<file path="src/rtl/image_compressor.sv">
// Block-averaging downsampler: folds each BLKxBLK tile of a 1-bit scanned canvas into one
// 8-bit intensity and writes it to the compressed-image memory as the scan goes past.
module image_compressor #(
  parameter int SRC_DIM = 224,
  parameter int BLK     = 8
) (
  input  logic       clk,
  input  logic       rst_n,
  input  logic       compress_start,
  input  logic       scan_en,
  input  logic [7:0] scan_x,
  input  logic [7:0] scan_y,
  input  logic       pix,
  output logic       wr_en,
  output logic [9:0] wr_addr,
  output logic [7:0] wr_data,
  output logic       busy,
  output logic       done
);

  // BLK must be a power of two between 2 and 16 so a full tile maps exactly onto 0..256.
  localparam int         OUT_DIM  = SRC_DIM / BLK;
  localparam int         SH       = $clog2(BLK);
  localparam int         ACC_W    = $clog2(BLK * BLK + 1);
  localparam int         IDX_W    = $clog2(OUT_DIM);
  localparam int         SCALE_SH = 8 - 2 * SH;
  localparam logic [7:0] LAST     = 8'(SRC_DIM - 1);

  typedef enum logic {
    IDLE,
    CAPTURE
  } state_t;

  state_t           r_state;
  state_t           w_next;
  logic [ACC_W-1:0] r_acc [OUT_DIM];
  logic             r_wr_en;
  logic [9:0]       r_wr_addr;
  logic [7:0]       r_wr_data;
  logic             r_done;

  logic             w_accept;
  logic             w_start;
  logic             w_capture;
  logic             w_blk_end;
  logic             w_last;
  logic [IDX_W-1:0] w_col;
  logic [IDX_W-1:0] w_row;
  logic [ACC_W-1:0] w_sum;
  logic [8:0]       w_scaled;
  logic [7:0]       w_data;
  logic [9:0]       w_row_ext;
  logic [9:0]       w_addr;

  assign w_accept  = scan_en && (scan_x <= LAST) && (scan_y <= LAST);
  assign w_start   = (r_state == IDLE) && w_accept && compress_start &&
                     (scan_x == 8'd0) && (scan_y == 8'd0);
  assign w_capture = (r_state == CAPTURE) && w_accept;
  assign w_blk_end = (&scan_x[SH-1:0]) && (&scan_y[SH-1:0]);
  assign w_last    = (scan_x == LAST) && (scan_y == LAST);

  assign w_col     = IDX_W'(scan_x >> SH);
  assign w_row     = IDX_W'(scan_y >> SH);
  assign w_sum     = r_acc[w_col] + ACC_W'(pix);

  // A full tile sums to exactly 256 after scaling, which is the only value needing saturation.
  assign w_scaled  = 9'(w_sum) << SCALE_SH;
  assign w_data    = w_scaled[8] ? 8'hFF : w_scaled[7:0];
  assign w_row_ext = 10'(w_row);

  generate
    if (OUT_DIM == 28) begin : g_addr28
      assign w_addr = (w_row_ext << 5) - (w_row_ext << 2) + 10'(w_col);
    end else begin : g_addr_gen
      assign w_addr = (w_row_ext * 10'(OUT_DIM)) + 10'(w_col);
    end
  endgenerate

  always_ff @(posedge clk or negedge rst_n) begin
    if (!rst_n) begin
      r_state <= IDLE;
    end else begin
      r_state <= w_next;
    end
  end

  always_comb begin
    w_next = r_state;
    case (r_state)
      IDLE:    if (w_start) w_next = CAPTURE;
      CAPTURE: if (w_capture && w_last) w_next = IDLE;
      default: w_next = IDLE;
    endcase
  end

  // One accumulator per tile column; a row of tiles reuses them after each tile is emitted.
  always_ff @(posedge clk or negedge rst_n) begin
    if (!rst_n) begin
      for (int i = 0; i < OUT_DIM; i++) r_acc[i] <= '0;
    end else if (w_start) begin
      for (int i = 0; i < OUT_DIM; i++) r_acc[i] <= '0;
      r_acc[0] <= ACC_W'(pix);
    end else if (w_capture) begin
      r_acc[w_col] <= w_blk_end ? '0 : w_sum;
    end
  end

  always_ff @(posedge clk or negedge rst_n) begin
    if (!rst_n) begin
      r_wr_en   <= 1'b0;
      r_wr_addr <= '0;
      r_wr_data <= '0;
      r_done    <= 1'b0;
    end else begin
      r_wr_en <= w_capture && w_blk_end;
      r_done  <= w_capture && w_last;
      if (w_capture && w_blk_end) begin
        r_wr_addr <= w_addr;
        r_wr_data <= w_data;
      end
    end
  end

  assign wr_en   = r_wr_en;
  assign wr_addr = r_wr_addr;
  assign wr_data = r_wr_data;
  assign done    = r_done;
  assign busy    = (r_state == CAPTURE);

endmodule

</file>
<file path="config.mk">
export PLATFORM = sky130hd
export DESIGN_NAME = image_compressor
export DESIGN_NICKNAME = d
export VERILOG_FILES = /design/src/rtl/image_compressor.sv
export SDC_FILE = /design/constraint.sdc
export NUM_CORES = 1
export LEC_CHECK = 0
export CAP_MARGIN = 20
export CORE_MARGIN = 4
export CORE_UTILIZATION = 40
export DETAILED_ROUTE_END_ITERATION = 7
export GPL_ROUTABILITY_DRIVEN = 0
export MAX_ROUTING_LAYER = met4
export REMOVE_ABC_BUFFERS = 1
export SYNTH_ARGS = -nofsm -noshare
export SYNTH_HDL_FRONTEND = slang
export SYNTH_SLANG_ARGS = --single-unit
</file>
<file path="constraint.sdc">
create_clock -name clk -period 2.7 [get_ports clk]
set_clock_uncertainty 0.1 [all_clocks]
set_input_delay 0.27 -clock clk [delete_from_list [all_inputs] [get_ports clk]]
set_output_delay 0.27 -clock clk [all_outputs]
set_load 0.03 [all_outputs]
</file>
==> After elaboration in Yosys (flattened, before gate mapping) <==
Cells that the tools add are included.
{ "classes": {"addsub": 3, "mul": 0, "div": 0, "n_lt_le_gt_ge": 4, "n_eq_ne": 2, "shift": 0, "mux": 13, "bitwise_logic": 2, "reduce_logical": 17} }
{ "op_table": {"columns": ["cell", "n"], "rows": [
  ["two-way mux 196 bit", 2],
  ["bitwise mux 196 bit", 1],
  ["binary-select mux 7 bit (select 5 bit)", 1],
  ["demux 7 bit (select 5 bit)", 1],
  ["two-way mux 7 bit", 4],
  ["equality test 8 bit (second input constant)", 2],
  ["<= comparator 8 bit (second input constant)", 2],
  ["logical NOT 8 bit", 2],
  ["logical AND 1 bit", 12],
  ["adder 10 x 5 -> 10 bit", 1],
  ["subtractor 10 x 7 -> 10 bit", 1],
  ["two-way mux 8 bit", 1],
  ["adder 7 x 1 -> 7 bit", 1],
  [">= comparator 6 bit (second input constant)", 1],
  ["less-than comparator 6 x 1 -> 1 bit (second input constant)", 1],
  ["inverter 5 -> 6 bit", 1],
  ["AND reduction 3 bit", 2],
  ["two-way mux 1 bit", 2],
  ["one-hot mux 1 bit (2 select lines)", 1],
  ["nonzero test 2 bit", 1],
  ["inverter 1 bit", 1]
]} }
{ "word_totals": {"ff_bits": 217, "latchBits": 0, "mem_bits_rw": 0, "romBits": 0, "word_cells": 74, "memories": 0} }

==> Longest topological paths before layout <==
{ "logic_depth": {"depth_word": 9, "depth_mapped": 17} }

==> Least setup slack after synthesis <==
No wires, ideal clock.
{ "synth_timing": {"kind": "input-to-reg", "startpoint": "input scan_x[3]", "endpoint": "register r_acc[11] (netlist bit)", "setup_time_ns": 0.133, "t_arrival_ns": 3.557, "t_required_ns": 2.467, "slack_ns": -1.090, "path_stages": 16, "path_buffers": 7, "path_cell_list": "buf_6 -> buf_12 -> buf_12 -> buf_8 -> buf_12 -> buf_2 -> mux4_2 -> mux4_2 -> mux2_2 -> ha_1 -> ha_1 -> inv_1 -> o311ai_0 -> nand3_1 -> clkbuf_1 -> o21ai_0"} }
{ "synth_between": {"elab_chain_len": 9, "word_cells_on_any_way": 24} }
{ "synth_lines": {"columns": ["item", "line", "rtl"], "rows": [
  ["start, declared", "11", "input logic [7:0] scan_x,"],
  ["inverter 5 -> 6 bit", "64, 104", null],
  ["binary-select mux 7 bit (select 5 bit)", "64", "assign w_sum = r_acc[w_col] + ACC_W'(pix);"],
  ["two-way mux 7 bit (implied by the code) (2 in a row)", "64", null],
  ["adder 7 x 1 -> 7 bit", "64", null],
  ["two-way mux 7 bit", "104", "r_acc[w_col] <= w_blk_end ? '0 : w_sum;"],
  ["bitwise mux 196 bit", "104", null],
  ["two-way mux 196 bit", "103", "end else if (w_capture) begin"],
  ["two-way mux 196 bit", "100", "end else if (w_start) begin"],
  ["end signal, assigned by index", "104", null],
  ["end, declared", "36", "logic [ACC_W-1:0] r_acc [OUT_DIM];"]
]} }
Several ways; a longest one is shown, not always the timed one. The select of a mux whose other input is x is not followed.
A chain may end at the register's enable or synchronous reset.

==> Worst setup path in the final report <==
{ "layout_timing": {"startpoint": "register r_acc[28] (netlist bit)", "endpoint": "register r_acc[20] (netlist bit)"} }
{ "layout_between": {"elab_chain_len": 8} }
{ "layout_lines": {"columns": ["item", "line"], "rows": [
  ["binary-select mux 7 bit (select 5 bit)", "64"],
  ["two-way mux 7 bit (implied by the code) (2 in a row)", "64"],
  ["adder 7 x 1 -> 7 bit", "64"],
  ["two-way mux 7 bit", "104"],
  ["bitwise mux 196 bit", "104"],
  ["two-way mux 196 bit", "103"],
  ["two-way mux 196 bit", "100"]
]} }
No other way between the ends. The select of a mux whose other input is x is not followed.

==> run_results.csv <==
group,metric,value,unit
run_status,outcome,"finished with violations",
run_status,failed_checks,"negative setup slack",
timing,totalNegativeSetupSlack,-46500,ps
setup_path,crit_path_end_kind,"flop",
timing,timing.final.crit_share,115,%
drt,routed_via_density,5.94,
job,max_cap_violations,0,
power,worst_ir_drop_vdd,0.000428,V
clocking,clock_tree.buffer_depth,3,
drt,drt-pass1-iter-count,5,
drt,drt_iter0_markers,881,
timing,whs,205,ps
yosys,synthFlopType,"dfrtp_1",
timing,report.final.setup_viol,175,
global_route,groute.usage.overall,22.4,%
setup_path,critPathLaunchType,"flop",
timing,fin_ws,-397,ps
finish,p_r_area_growth_vs_syn,36.1,%
yosys,ys_seq_elements,216,
finish,finish.utilization,55.1,%
clocking,clock_sink_count,216,
worst_hold_path,worstHoldPathType,"input pin to async pin",
die,die_width,170,um
global_route,number_of_antenna_violations_at_the_first_check_in_global_routing,0,
drt,vias,8681,
placed_design,dp_slack,-766,ps
finish,layout.cells.most_common,"dfrtp_1",
clocking,cts_tree,"built",
yosys,async_flop_share,100,%
die,start_util,40.5,%
clocking,worst_setup_hold_path_clk_slew,60,ps
clocking,cts_inserted_buffers,24,
clocking,clock_tree.root_cell,"clkbuf_16",
setup_path,crit_path_max_fanout,5,
timing,fmax,323,MHz
placed_design,placed_area,12300,um^2
placed_design,portBuffers,41,
yosys,syn_inst,980,
die,core.rowCount,59,
die,floorplan.die.height,170,um
timing,slew_viol_final,0,
drt,drt-total-wl,33300,um
finish,fillers,2163,
drt,post-route-drc-count,0,
drt,avgRoutedWirePerCell,22.8,um
yosys,netlist_area,10500,um^2
global_route,maximum_number_of_pins_on_one_net_before_global_route_repair,85,
yosys,synth-edff-count,0,
die,core_area,25900,um^2
clocking,htree_levels,1,
placed_design,dp.cells,1391,
power,static-leakage-power,6.36,nW
finish,mostFrequentLayoutCells,"dfrtp_1, nand3_1, o21ai_2",
power,totalPowerFinal,9.35,mW
yosys,count_of_different_cell_masters_after_synthesis,58,
setup_path,worstSetupPathType,"flop to flop",
setup_path,required,2980,ps
yosys,seq_area_frac_synth,51.5,%
die,io_pins,42,
setup_path,worst-endpoint-arrival,3380,ps
finish,ratio_of_cells_with_drive_above_1_in_the_final_layout,32.9,%
finish,final_cells,1461,
global_route,number_of_global_route_vias_before_repair,8338,
power,powerDensity,655,nW/um^2
yosys,average_instance_area_after_synthesis,10.7,um^2
timing,setup_repair_after_global_routing_missed_its_margin,"true",
timing,worst-slew-pin-transition,683,ps
yosys,synthesis.yosys.warnings,0,
placed_design,dp_hpwl,19500,um
drt,detail-route-antenna-nets,0,
global_route,gr_ovfl_total,0,
finish,finalNetCount,1137,
finish,stdcell_area,14300,um^2
die,die_area,28900,um^2
clocking,clkLatencyLatePin,520,ps
timing,slew_headroom,54.5,%
global_route,wire_length_of_the_first_global_routing_pass,48700,um
timing,final_period_minus_worst_setup_slack,3100,ps
finish,diode_count,0,
timing,timing_hold_violations_final,0,
-- cells by family (layout without fill, tap and decap cells) --
logic type	after synthesis	count (layout)	synth area share [%]
buf+inv	105	251	5.01
simple gates	332	332	15.8
compound gates	250	250	13.7
fa+ha+maj	7	7	0.835
flops	216	216	51.5
xor+xnor	4	4	0.513
mux	66	66	12.7
-- final timing paths --
path | endpoint | slack (ps) | from | cells after the start
setup / recovery | r_acc[20] | -400 | r_acc[28] | 10
hold / removal | r_acc[192] | 200 | rst_n | 2
setup reg to reg | r_acc[20] | -400 | r_acc[28] | 10
hold reg to reg | wr_addr[4] | 370 | wr_addr[4] | 2
max in group asynchronous | r_acc[99] | 1410 | rst_n | 3
min in group clk | wr_addr[0] | 310 | scan_x[3] | 4
-- layer usage --
metal	vias to the layer above	share of wire (%)	track usage, %	routed length, um
met5	-	0	-	0
met4	0	4.7	8.58	1570
met3	94	7.4	3.74	2470
met2	318	46	35.0	15200
met1	4309	42	29.6	14000
li1	3960	-	-	-
-- timing repair --
item,in CTS,in global routing
hold endpoints to repair,67,0
gates resized for setup,91,244
pin swaps,27,83
hold buffers,1,0
setup buffers,8,7
setup endpoints to repair,190,186
cloned,6,9
-- synthesized netlist by cell type, drive strengths merged (4+ instances only) --
cell	n	area share [%]
mux4	44	10
nand3	206	9.8
inv	9	0.32
o21ai	178	8.5
nor3b	6	0.52
nor2	18	0.64
nor2b	4	0.24
and3	4	0.24
buf	28	2.2
clkbuf	66	2.4
nor4	4	0.24
ha	7	0.83
a21oi	12	0.57
dfrtp	216	52
a22oi	5	0.36
nand4	6	0.36
mux2i	13	1.2
nand2	62	2.2
mux2	9	0.97
nor3	7	0.33
o31ai	32	2.3
-- sequential cells by signal, indices dropped and copies added (netlist names) --
signal and flops:
busy 1, wr_en 1, wr_addr 10, done 1, r_acc 196, wr_data 7
-- layout make-up --
cell class / instances / area [um^2] / share of cell area [%]
clock inverter: 10 / 139 / 0.973
timing repair buffer: 197 / 2330 / 16.4
multi-input combinational: 659 / 5240 / 36.7
inverter: 11 / 41.3 / 0.289
tap: 335 / 419 / 2.94
sequential: 216 / 5410 / 37.9
clock buffer: 33 / 696 / 4.87
-- report_power, final --
group | internal [mW] | switching, mW | leakage, nW
Clock | 2.09 | 1.34 | 0.396
Combinational | 0.980 | 1.07 | 3.05
Sequential | 3.64 | 0.218 | 2.92
Total | 6.71 | 2.64 | 6.36
-- worst max-delay path, stage by stage (launching register included) --
cell,delay (ps)
dfrtp_1,390
mux4_2,470
mux4_2,520
mux2_4,300
ha_4,170
ha_4,150
and4_4,160
xor2_4,300
buf_12,170
clkbuf_16,150
o31ai_2,60
(Power assumes the default switching activity.)
